<file path="src/rtl/pwm_multi.sv">
// Multi-channel PWM generator: one shared period counter, per-channel duty compare.
// Host writes land in shadow registers that are copied to the active set only at a period wrap.
module pwm_multi #(
  parameter int WIDTH    = 8,
  parameter int CHANNELS = 4,   // legal range 1 .. 2**ADDR_W-1
  parameter int ADDR_W   = 3
) (
  input  logic                clkin,
  input  logic                reset,
  input  logic                cs,
  input  logic [ADDR_W-1:0]   addr,
  input  logic [WIDTH-1:0]    wdata,
  input  logic                enable,
  output logic [CHANNELS-1:0] clkout,
  output logic                sync
);

  localparam logic [ADDR_W-1:0] PERIOD_ADDR = ADDR_W'(CHANNELS);
  localparam logic [WIDTH-1:0]  ALL_ONES    = '1;

  logic [WIDTH-1:0]    r_sh_duty  [CHANNELS];
  logic [WIDTH-1:0]    r_act_duty [CHANNELS];
  logic [WIDTH-1:0]    r_sh_period;
  logic [WIDTH-1:0]    r_act_period;
  logic [WIDTH-1:0]    r_cnt;
  logic [CHANNELS-1:0] r_clkout;
  logic                r_sync;

  logic                w_wrap;
  logic [WIDTH-1:0]    w_cnt_next;
  logic [CHANNELS-1:0] w_pwm;

  // On a wrap edge the compare uses the shadow duty being loaded, so the new
  // period's first cycle already reflects the new setting.
  always_comb begin
    w_wrap     = (r_cnt == r_act_period);
    w_cnt_next = w_wrap ? '0 : r_cnt + WIDTH'(1);
    w_pwm      = '0;
    for (int i = 0; i < CHANNELS; i++) begin
      w_pwm[i] = w_cnt_next < (w_wrap ? r_sh_duty[i] : r_act_duty[i]);
    end
  end

  always_ff @(posedge clkin or posedge reset) begin
    if (reset) begin
      for (int i = 0; i < CHANNELS; i++) begin
        r_sh_duty[i]  <= '0;
        r_act_duty[i] <= '0;
      end
      r_sh_period  <= ALL_ONES;
      r_act_period <= ALL_ONES;
      r_cnt        <= ALL_ONES;
      r_clkout     <= '0;
      r_sync       <= 1'b0;
    end else begin
      if (enable) begin
        r_cnt    <= w_cnt_next;
        r_clkout <= w_pwm;
        r_sync   <= w_wrap;
        if (w_wrap) begin
          r_act_period <= r_sh_period;
          for (int i = 0; i < CHANNELS; i++) begin
            r_act_duty[i] <= r_sh_duty[i];
          end
        end
      end else begin
        // Parking cnt on the period forces a wrap on the first enabled edge.
        r_cnt    <= r_act_period;
        r_clkout <= '0;
        r_sync   <= 1'b0;
      end

      // Non-blocking writes: a wrap on this same edge still copies the old shadow.
      if (cs) begin
        if (addr == PERIOD_ADDR) begin
          r_sh_period <= wdata;
        end
        for (int i = 0; i < CHANNELS; i++) begin
          if (addr == ADDR_W'(i)) begin
            r_sh_duty[i] <= wdata;
          end
        end
      end
    end
  end

  assign clkout = r_clkout;
  assign sync   = r_sync;

endmodule

</file>
<file path="config.mk">
export PLATFORM = sky130hd
export DESIGN_NAME = pwm_multi
export DESIGN_NICKNAME = d
export VERILOG_FILES = /design/src/rtl/pwm_multi.sv
export SDC_FILE = /design/constraint.sdc
export NUM_CORES = 1
export LEC_CHECK = 0
export CAP_MARGIN = 20
export CORE_ASPECT_RATIO = 0.8
export CORE_MARGIN = 2
export CORE_UTILIZATION = 30
export DETAILED_ROUTE_END_ITERATION = 10
export DONT_BUFFER_PORTS = 1
export GPL_ROUTABILITY_DRIVEN = 0
export SLEW_MARGIN = 10
export SYNTH_ARGS = -nofsm -noshare
export SYNTH_HDL_FRONTEND = slang
export SYNTH_SLANG_ARGS = --single-unit
</file>
<file path="constraint.sdc">
create_clock -name clkin -period 8.1 [get_ports clkin]
set_clock_uncertainty 0.2 [all_clocks]
set_input_delay 0.405 -clock clkin [delete_from_list [all_inputs] [get_ports clkin]]
set_output_delay 0.405 -clock clkin [all_outputs]
set_load 0.005 [all_outputs]
</file>
==> run metrics <==
FF+latch count, synth between 90 and 100; Worst Setup EP clkout[3]$_DFF_PP0_; Total Routed Length approximately 10 mm; GRT Util Overall approximately 13%; Crit Path Category flop to flop; drt first-iter violations 140; Crit. End Element flop; Reg2Reg Setup Slack roughly 4.5 ns; status complete, no violations; crit path launch r_cnt[0]$_DFF_PP1_; Hold WS roughly 0.0052 ns; total CTS buffers 9; Net Count, Synth approximately 400; cell count after synthesis around 350; Worst path top cell family by delay simple AND/OR/NAND/NOR gates; fraction of layout cells with a size suffix above 1 around 36%; Mapped Area 0.004861 mm^2; die width between 100 and 150 um; post-route ant nets 0; synth top area cells dfrtp_1 (36%), dfstp_2 (13%), mux2_4 (12%); total clock sinks 93; H-Tree Depth 3; CTS tree done; Final Slew Violations 0; Crit-path slowest cell nor2_2; vias in the first global route 3,030; min Tclk post-route approximately 3.6 ns; largest net degree at the start of global routing 55; worst vdd ir 0.0001401 V; DR pass1 iterations 4; Core ar. between 0.015 and 0.02 mm^2; Worst Reg-to-Reg Cells 9; worst-path maximum fanout 17; Hold Crit Class primary input to flop; share of the synthesized area in the top cell type 35.52%; WP buf/inv 0; FP Rows just over 40; CP Data Required Time around 8.2 ns; Finished Core Util ~34%; Highest Clock Rate ~280 MHz; worst skew pair latency approximately 0.35 ns; Post-route DRC 0; Synthesis Warnings 0; register area share after synthesis slightly below 50%; root buf cell clkbuf_16; Setup WS post-layout roughly 4.5 ns; Placement Cell Area 0.005069 mm^2; RSZ-0062 raised after global routing false; Die ar. ~0.017 mm^2; Synth Flop Type dfrtp_1; most common library cells after synthesis dfrtp_1 (69), mux2_2 (41), mux2_4 (39); Period Utilization, post-route between 40 and 50%; total gr overflow 0; antenna violations before repair 0; Fin. Hold Viols 0; Initial Util a little under a third; pre-CTS setup slack between 4 and 5 ns; Yosys cell types 39; Worst path max stage delay 0.79 ns; Die Height 117.9 um; Crit. path cell count 9; max_slew headroom between 30% and 40%; Syn Area/Cell ~14 um^2; CTS max path bufs 2; Final Setup Violations 0; I/O pins 20; Final Cell Area 0.005440 mm^2; DR vias 2,815; via/cell ratio 4.828; crit-path cells xnor2_1 > nand4_1 > nor2_2 > nor2_1 > ha_1 > a21o_1 > a211oi_1 > o21ai_0 > a31oi_1; setup tns final 0 ns; EDFF count, synth 0; half-perimeter wire length after placement between 7 and 8 mm; ys async rst share 100.0%; worst r2r src r_cnt[0]$_DFF_PP1_; Clock Pin Slew Worst Setup and Hold Paths 0.07 ns; Avg WL per Cell 17.67 um; area growth from synthesis to layout 11.92%; leakage ~2.5 nW; end of the worst register-to-register path clkout[3]$_DFF_PP0_; count leader, synth dfrtp_1; Cell Pwr Density roughly 370 mW/mm^2; crit path DAT approximately 3.7 ns; Slew @ Worst Pin about 0.93 ns; port buffer count 0; ANT cells 0; max-cap violations 0; fin nets 407; first-pass GRT wire length around 17 mm; critical path startpoint category flop; area leader, netlist dfrtp_1
[per-stage QoR]
step | total power [mW] | std cells
after global routing | 2.161 | 583
after global placement | 1.541 | 560
final | 2.004 | 583
after CTS | 2.012 | 582
after detailed placement | 1.570 | 560
after floorplan | 1.390 | 354
[per-layer routing]
| metal | GRT usage [%] | part of all wire, % | vias up |
|---|---|---|---|
| li1 | - | - | 1313 |
| met1 | 18.16 | 51 | 1439 |
| met2 | 18.66 | 43 | 49 |
| met3 | 3.333 | 3.9 | 14 |
| met4 | 4.490 | 1.7 | 0 |
| met5 | 0 | 0 | - |
[worst register-to-register path, stage by stage, from the launching register on]
cell and delay (ns):
dfstp_2 0.64, xnor2_1 0.15, nand4_1 0.26, nor2_2 0.79, nor2_1 0.31, ha_1 0.39, a21o_1 0.18, a211oi_1 0.27
o21ai_0 0.13, a31oi_1 0.21
[area by class of cell]
cell class	count	area, um^2
Fill cell	1587	10360
Multi-Input combinational cell	245	2399
Sequential cell	93	2357
Tap cell	215	269.0
Timing Repair Buffer	11	100.1
Clock buffer	10	239.0
Inverter	3	13.76
Clock inverter	6	62.56
[cell usage in the layout (no fill, tap or decap), types with 5 or more instances in the layout]
cell type,Yosys,routed
dlygate4sd3_1,0,7
nand3_1,13,13
dfstp_2,24,24
o31ai_1,5,5
dfrtp_1,69,69
mux2_2,41,41
mux2_4,39,39
xnor2_1,9,9
a21oi_1,8,8
clkbuf_16,0,9
ha_1,29,29
nor2_1,6,6
nand2_1,14,14
xor2_1,5,5
mux2i_1,28,28
o21ai_0,5,5
[report_power, final]
| group | switching [mW] | internal (mW) |
|---|---|---|
| sequential | 0.124 | 0.650 |
| combinational | 0.395 | 0.403 |
| clock | 0.185 | 0.247 |
| total | 0.704 | 1.30 |
[logic make-up (layout without fill, tap and decap cells)]
kind of cell / after synthesis / after routing / share of synthesized area (%)
multiplexers: 108 / 108 / 27.31
flip-flops: 93 / 93 / 48.49
AND/OR/NAND/NOR: 53 / 53 / 6.152
AO/OA/AOI/OAI: 41 / 41 / 5.637
adder cells (fa/ha/maj): 29 / 29 / 7.465
buffers and inverters: 16 / 30 / 2.419
XOR/XNOR: 14 / 14 / 2.523
[worst min-delay path by stage]
stage | cells after the start | startpoint | end
after floorplan | 2 | r_act_period[2]$_DFFE_PP1P_ | r_cnt[2]$_DFF_PP1_
after CTS | 1 | wdata[4] | r_sh_duty[4]$_DFFE_PP0P_
after detailed placement | 1 | reset | r_act_duty[3]$_DFFE_PP0P_
after global routing | 1 | wdata[4] | r_sh_duty[20]$_DFFE_PP0P_
final | 1 | wdata[7] | r_sh_period[7]$_DFFE_PP1P_
after global placement | 1 | reset | r_sh_duty[3]$_DFFE_PP0P_
[registers in the layout, indices dropped and copies added, names as in the netlist]
name,count
sync,1
r_act_period,8
r_act_duty,32
r_sh_duty,32
r_sh_period,8
clkout,4
r_cnt,8
[timing repair]
item | in CTS | in global routing
gates resized for setup | 0 | 0
buffers inserted | 0 | 0
hold endpoints to repair | 46 | 1
hold buffers | 6 | 1
Note: power is estimated with default switching activity, not from simulation.
